--- src/rtl/uart_pixel_loader_pkg.sv ---
`default_nettype none
// +----------------------------------------------------------------------------+
// | uart_pixel_loader_pkg                                                      |
// | Shared image geometry defaults, loader state encodings, slot helper.       |
// | Revision: 1.0                                                              |
// +----------------------------------------------------------------------------+
package uart_pixel_loader_pkg;

    localparam int c_DEF_CHANNELS = 3;
    localparam int c_DEF_IMG_W    = 160;
    localparam int c_DEF_IMG_H    = 120;
    localparam int c_DEF_ADDR_W   = 15;

    localparam int c_STATE_W = 2;
    localparam logic [c_STATE_W-1:0] c_S_IDLE    = 2'd0;
    localparam logic [c_STATE_W-1:0] c_S_COLLECT = 2'd1;
    localparam logic [c_STATE_W-1:0] c_S_WRITE   = 2'd2;

    // LSB position of byte slot 'slot' inside a packed pixel word.
    function automatic int slot_lsb(input int slot, input int channels, input bit msb_first);
        return msb_first ? (channels - 1 - slot) * 8 : slot * 8;
    endfunction

endpackage
`default_nettype wire

--- src/rtl/uart_pixel_loader_pulse_stretch.sv ---
`default_nettype none
// +----------------------------------------------------------------------------+
// | uart_pixel_loader_pulse_stretch                                            |
// | Holds its output high for HOLD_CLKS clocks after the most recent pulse.    |
// | Revision: 1.0                                                              |
// +----------------------------------------------------------------------------+
module uart_pixel_loader_pulse_stretch #(
    parameter int HOLD_CLKS = 2500000
) (
    input  logic i_clk,
    input  logic i_rst_n,
    input  logic i_pulse,
    output logic o_stretched
);
    localparam int c_CW = $clog2(HOLD_CLKS + 1);
    localparam logic [c_CW-1:0] c_HOLD = c_CW'(HOLD_CLKS);

    logic [c_CW-1:0] r_count;
    logic [c_CW-1:0] w_count_next;

    always_comb begin
        w_count_next = r_count;
        if (i_pulse) begin
            w_count_next = c_HOLD;
        end else if (r_count != '0) begin
            w_count_next = r_count - c_CW'(1);
        end
    end

    always_ff @(posedge i_clk or negedge i_rst_n) begin
        if (!i_rst_n) begin
            r_count <= '0;
        end else begin
            r_count <= w_count_next;
        end
    end

    assign o_stretched = (r_count != '0);

endmodule
`default_nettype wire

--- src/rtl/uart_pixel_loader.sv ---
`default_nettype none
// +----------------------------------------------------------------------------+
// | uart_pixel_loader                                                          |
// | Packs UART bytes into pixels and writes them to frame RAM sequentially.    |
// | Revision: 1.0                                                              |
// +----------------------------------------------------------------------------+
module uart_pixel_loader
    import uart_pixel_loader_pkg::*;
#(
    parameter int CHANNELS      = c_DEF_CHANNELS,
    parameter int IMG_W         = c_DEF_IMG_W,
    parameter int IMG_H         = c_DEF_IMG_H,
    parameter int ADDR_W        = c_DEF_ADDR_W,
    parameter int TIMEOUT_CLKS  = 52080,
    parameter int LED_HOLD_CLKS = 2500000,
    parameter bit MSB_FIRST     = 1'b1
) (
    input  logic                  i_Clock,
    input  logic                  i_Reset,
    input  logic                  i_Enable,
    input  logic                  i_Rx_DV,
    input  logic [7:0]            i_Rx_Byte,
    output logic                  o_Wr_En,
    output logic [ADDR_W-1:0]     o_Wr_Addr,
    output logic [CHANNELS*8-1:0] o_Wr_Data,
    output logic                  o_Frame_Done,
    output logic                  o_Sync_Err,
    output logic                  o_Busy,
    output logic                  o_Led
);
    localparam int c_CHW = $clog2(CHANNELS + 1);
    localparam int c_TMW = $clog2(TIMEOUT_CLKS + 1);
    localparam int c_DW  = CHANNELS * 8;
    localparam logic [c_CHW-1:0]  c_LAST_CHAN = c_CHW'(CHANNELS - 1);
    localparam logic [c_TMW-1:0]  c_TO_LAST   = c_TMW'(TIMEOUT_CLKS - 1);
    localparam logic [ADDR_W-1:0] c_LAST_PIX  = ADDR_W'(IMG_W * IMG_H - 1);

    logic [c_STATE_W-1:0] r_state,      w_state_next;
    logic [c_CHW-1:0]     r_chan_cnt,   w_chan_next;
    logic [ADDR_W-1:0]    r_pix_cnt,    w_pix_next;
    logic [c_DW-1:0]      r_pack,       w_pack_next;
    logic [c_TMW-1:0]     r_timer,      w_timer_next;
    logic                 r_wr_en,      w_wr_en_next;
    logic [ADDR_W-1:0]    r_wr_addr,    w_addr_next;
    logic [c_DW-1:0]      r_wr_data,    w_data_next;
    logic                 r_frame_done, w_done_next;
    logic                 r_sync_err,   w_err_next;
    logic                 w_accept;

    always_comb begin
        w_accept     = i_Rx_DV & i_Enable;
        w_state_next = r_state;
        w_chan_next  = r_chan_cnt;
        w_pix_next   = r_pix_cnt;
        w_pack_next  = r_pack;
        w_timer_next = '0;
        w_wr_en_next = 1'b0;
        w_addr_next  = r_wr_addr;
        w_data_next  = r_wr_data;
        w_done_next  = 1'b0;
        w_err_next   = 1'b0;

        for (int k = 0; k < CHANNELS; k++) begin
            if (w_accept && (r_chan_cnt == c_CHW'(k))) begin
                w_pack_next[slot_lsb(k, CHANNELS, MSB_FIRST) +: 8] = i_Rx_Byte;
            end
        end

        // A byte is taken in any state, so a strobe during the WRITE cycle lands in slot 0.
        if (w_accept) begin
            if (r_chan_cnt == c_LAST_CHAN) begin
                w_state_next = c_S_WRITE;
                w_chan_next  = '0;
                w_wr_en_next = 1'b1;
                w_addr_next  = r_pix_cnt;
                w_data_next  = w_pack_next;
                w_done_next  = (r_pix_cnt == c_LAST_PIX);
                w_pix_next   = w_done_next ? '0 : r_pix_cnt + ADDR_W'(1);
            end else begin
                w_state_next = c_S_COLLECT;
                w_chan_next  = r_chan_cnt + c_CHW'(1);
            end
        end else if (r_state == c_S_COLLECT) begin
            if (r_timer == c_TO_LAST) begin
                w_state_next = c_S_IDLE;
                w_chan_next  = '0;
                w_err_next   = 1'b1;
            end else begin
                w_timer_next = r_timer + c_TMW'(1);
            end
        end else begin
            w_state_next = c_S_IDLE;
        end
    end

    always_ff @(posedge i_Clock or negedge i_Reset) begin
        if (!i_Reset) begin
            r_state      <= c_S_IDLE;
            r_chan_cnt   <= '0;
            r_pix_cnt    <= '0;
            r_pack       <= '0;
            r_timer      <= '0;
            r_wr_en      <= 1'b0;
            r_wr_addr    <= '0;
            r_wr_data    <= '0;
            r_frame_done <= 1'b0;
            r_sync_err   <= 1'b0;
        end else begin
            r_state      <= w_state_next;
            r_chan_cnt   <= w_chan_next;
            r_pix_cnt    <= w_pix_next;
            r_pack       <= w_pack_next;
            r_timer      <= w_timer_next;
            r_wr_en      <= w_wr_en_next;
            r_wr_addr    <= w_addr_next;
            r_wr_data    <= w_data_next;
            r_frame_done <= w_done_next;
            r_sync_err   <= w_err_next;
        end
    end

    // LED tracks raw strobes, independent of i_Enable.
    uart_pixel_loader_pulse_stretch #(
        .HOLD_CLKS (LED_HOLD_CLKS)
    ) u_led_stretch (
        .i_clk       (i_Clock),
        .i_rst_n     (i_Reset),
        .i_pulse     (i_Rx_DV),
        .o_stretched (o_Led)
    );

    assign o_Wr_En      = r_wr_en;
    assign o_Wr_Addr    = r_wr_addr;
    assign o_Wr_Data    = r_wr_data;
    assign o_Frame_Done = r_frame_done;
    assign o_Sync_Err   = r_sync_err;
    assign o_Busy       = (r_pix_cnt != '0) || (r_chan_cnt != '0);

endmodule
`default_nettype wire

--- config.mk ---
export PLATFORM = sky130hd
export DESIGN_NAME = uart_pixel_loader
export DESIGN_NICKNAME = d
export VERILOG_FILES = /design/src/rtl/uart_pixel_loader_pkg.sv /design/src/rtl/uart_pixel_loader_pulse_stretch.sv /design/src/rtl/uart_pixel_loader.sv
export SDC_FILE = /design/constraint.sdc
export NUM_CORES = 1
export LEC_CHECK = 0
export BUFFER_PORTS_ARGS = -buffer_cell sky130_fd_sc_hd__buf_2
export CAP_MARGIN = 10
export CORE_MARGIN = 2
export CORE_UTILIZATION = 35
export CTS_CLUSTER_SIZE = 30
export DETAILED_ROUTE_END_ITERATION = 10
export SLEW_MARGIN = 20
export SYNTH_ARGS = -nofsm -noshare
export SYNTH_HDL_FRONTEND = slang
export SYNTH_SLANG_ARGS = --single-unit
--- constraint.sdc ---
create_clock -name i_Clock -period 4.2 [get_ports i_Clock]
set_input_delay 1.05 -clock i_Clock [delete_from_list [all_inputs] [get_ports i_Clock]]
set_output_delay 1.05 -clock i_Clock [all_outputs]
set_load 0.05 [all_outputs]
==> run_results.csv <==
group,metric,value,unit
place,dp_cells,745,
synth,synth_most_common_cell,"nand2_1",
routing,dr.pass1.iters,4,
critical_path,rr_worst_depth,6,
synth,ys_seq_area_share,55.12,%
run,drv_cap,0,
critical_path,start_kind,"flip-flop",
cts,cts_buffers,17,
routing,wl_per_cell,14.33,um
timing,finalCriticalPeriod,3.506,ns
synth,yosys-top-cells-count,"nand2_1, dfrtp_1, nor2_1",
power_and_ir_drop,p_int,2.670,mW
critical_path,path_cells,"inv_1, ha_1, nor4b_4, nand2_1, or3_1, buf_2",
power_and_ir_drop,pwr-share-seq,37.3,%
routing,ant_nets,0,
timing,worst_slew_pin_slew,0.9115,ns
cts,cts_max_level,4,
die,die-area,15910,um^2
timing,skew,0.008288,ns
routing,routed_wl,11130,um
place,portBuffers,55,
global_routing,antenna_found_initial,1,
critical_path,setup.worst_path.start,"u_led_stretch.r_count[0]$_DFFE_PN0P_",
routing,vias_per_cell,5.030,
timing,slew_headroom,39.01,%
timing,fin_ws,0.6943,ns
power_and_ir_drop,p_clk_share,37.2,%
synth,synth_fp_nets,541,
global_routing,grt-ovfl-total,0,
critical_path,slowest_delay,0.45,ns
cts,worstSkewPairLatency,0.40,ns
final_layout,final_nets,596,
synth,async_flop_share,100.0,%
global_routing,top_usage_layer,"met2",
critical_path,cp.required,3.15,ns
synth,synth-edff-count,0,
timing,hold_viol,0,
global_routing,grt_use_met3,5.013,%
cts,cts_root_buf,"clkbuf_16",
place,dpl.hpwl,7398,um
global_routing,grt_pass1_vias,3846,
global_routing,met1_usage,19.55,%
critical_path,path_buf_inv,2,
final_layout,stdcell_count,777,
critical_path,critPathKind,"reg -> out",
run_status,outcome,"finished, final reports clean",
power_and_ir_drop,p_switching,1.462,mW
cts,hold_buffers,0,
die,io_pins,56,
critical_path,cp_top_family,"simple AND/OR/NAND/NOR gates",
power_and_ir_drop,p_total,4.132,mW
power_and_ir_drop,peakVddDrop,0.0004990,V
global_routing,gr-usage-met2,23.24,%
hold_path,holdPathStages,2,
final_layout,drive_gt1_share,20.74,%
cts,cts_tree,"done",
synth,synthTopCellsByArea,"dfrtp_1, nand2_1, mux2_2",
synth,netlist.area_leader.share,55.12,%
global_routing,grt_start_max_net_pins,60,
timing,period_share,83.47,%
power_and_ir_drop,combPwrFrac,25.5,%
routing,drc,0,
routing,via_count,3908,
hold_path,hold_class,"reg -> reg",
cts,cts_setup_buffers,0,
final_layout,n_antenna_cell,0,
synth,synthFlopType,"dfrtp_1",
final_layout,synthToLayoutAreaGrowth,21.16,%
critical_path,cp.depth,6,
cts,cts-resized-gates,0,
critical_path,end_kind,"primary output",
die,start_util,35.92,%
routing,drt_iter0_drc,212,
synth,ys_types,55,
power_and_ir_drop,p_leak,2.933,nW
power_and_ir_drop,sw_frac_of_total,35.39,%
timing,setup-tns-final,0,ns
critical_path,worst_path_max_delay_cell,"nor4b_4",
timing,rsz0062_at_grt,"no",
synth,ys_ff_latch,115,
hold_path,hp-start,"r_pack[8]$_DFF_PN0_",
timing,fmax,0.2852,GHz
synth,syn-cell-area,5221,um^2
cts,cts_sinks,115,
die,die_x,126.1,um
die,placeableCoreArea,14530,um^2
die,die_h,126.1,um
global_routing,grt_use_total,14.74,%
global_routing,grt_pass1_wl,19030,um
synth,yosysWarnings,0,
place,gp_congestion,0.8145,
cts,cts_max_path_buffers,2,
die,rows,44,
timing,setup_viol,0,
critical_path,arrival,2.46,ns
synth,yosysTopAreaCell,"dfrtp_1",
place,pre_cts_slack,1.032,ns
timing,report.final.slew_viol_count,0,
critical_path,worstPathMaxFanout,8,
synth,avgSynthCellArea,9.945,um^2
cts,clk_pin_slew,0.05,ns
synth,synthCells,525,
critical_path,r2r_start,"u_led_stretch.r_count[0]$_DFFE_PN0P_",
final_layout,n_fill_cell,1421,
power_and_ir_drop,p_per_area,653.2,nW/um^2
## layout by cell type, fill, tap and decap left out, drive strengths merged, types with 2 or more instances in the layout
master,netlist,layout
nand2,133,133
dfrtp,115,115
buf,4,58
nor2,46,46
mux2,24,24
clkbuf,18,18
inv,12,16
nor4,15,15
nor2b,15,15
xnor2,13,13
nor3,13,13
nand4,12,12
a21oi,11,11
xor2,9,9
mux2i,8,8
nand3,8,8
or3,7,7
o21ai,7,7
a211oi,6,6
a2111oi,5,5
ha,4,4
bufinv,0,4
and4,4,4
nand4b,3,3
and3,3,3
nand2b,3,3
clkinvlp,0,3
clkinv,0,3
a21boi,2,2
a211o,2,2
a21o,2,2
or4,2,2
nor4b,2,2
a21bo,2,2
## routing by layer
metal / share of wire, % / routed length (um) / up-vias
met1: 47 / 5225 / 1914
met2: 48 / 5316 / 78
met5: 0 / 0 / -
met4: 0.80 / 89 / 0
met3: 4.5 / 500 / 8
li1: - / - / 1908
## power groups by stage
| stage | combinational (mW) | sequential (mW) | clock, mW |
|---|---|---|---|
| after floorplan | 0.342 | 1.99 | 0 |
| after global placement | 1.05 | 1.54 | 0 |
| after detailed placement | 1.07 | 1.55 | 0 |
| after CTS | 1.07 | 1.54 | 1.57 |
| after global routing | 1.14 | 1.58 | 1.62 |
| final | 1.05 | 1.54 | 1.54 |
## worst register-to-register path, cell delays in order (launching register included)
cell	delay [ns]
dfrtp_1	0.40
inv_1	0.09
ha_1	0.19
nor4b_4	0.45
and4_1	0.62
a2111oi_0	0.22
mux2_2	0.33
## per-stage QoR
step	util, %	hold WS (ns)	cell area [um^2]
after floorplan	-	0.4331	5221
after global placement	39.13	0.4374	5687
after detailed placement	39.13	0.4532	5687
after CTS	43.53	0.4635	6326
after global routing	43.53	0.4937	6326
final	43.53	0.4624	6326
## cells by family after synthesis
logic type                 count (synthesis)  share of synthesized area (%)
muxes                                     32                          6.710
AOI/OAI and AO/OA                         44                          5.799
xor gates and xnor gates                  22                          3.690
buffers and inverters                     34                          2.588
DFF                                      115                          55.12
and+or+nand+nor                          274                          25.14
adders and majority gates                  4                         0.9586
## state kept, by name, indices dropped and copies added, names as in the netlist
signal	count
o_Wr_Data	24
u_led_stretch.r_count	22
r_pack	16
r_timer	16
o_Wr_Addr	15
r_pix_cnt	15
r_chan_cnt	2
r_state	2
o_Frame_Done	1
o_Sync_Err	1
o_Wr_En	1
## layout make-up
cell class	instances	area (um^2)	area share, %
Clock inverter	14	200.2	3.165
Multi-Input combinational cell	376	2208	34.91
Timing Repair Buffer	58	325.3	5.142
Tap cell	184	230.2	3.639
Inverter	12	45.04	0.7120
Clock buffer	18	439.2	6.942
Sequential cell	115	2878	45.49
## path summary, 6_finish.rpt
| kind | endpoint | slack [ns] |
|---|---|---|
| worst max-delay path | o_Led | 0.69 |
| worst max register to register | u_led_stretch.r_count[3]$_DFFE_PN0P_ | 1.81 |
| worst min register to register | o_Wr_Data[8]$_DFFE_PN0P_ | 0.46 |
| max in group asynchronous | r_pack[11]$_DFF_PN0_ | 2.73 |
| min in group asynchronous | u_led_stretch.r_count[16]$_DFFE_PN0P_ | 0.72 |
| worst min-delay path | o_Wr_Data[8]$_DFFE_PN0P_ | 0.46 |
Power figures use the tool's default switching activity.
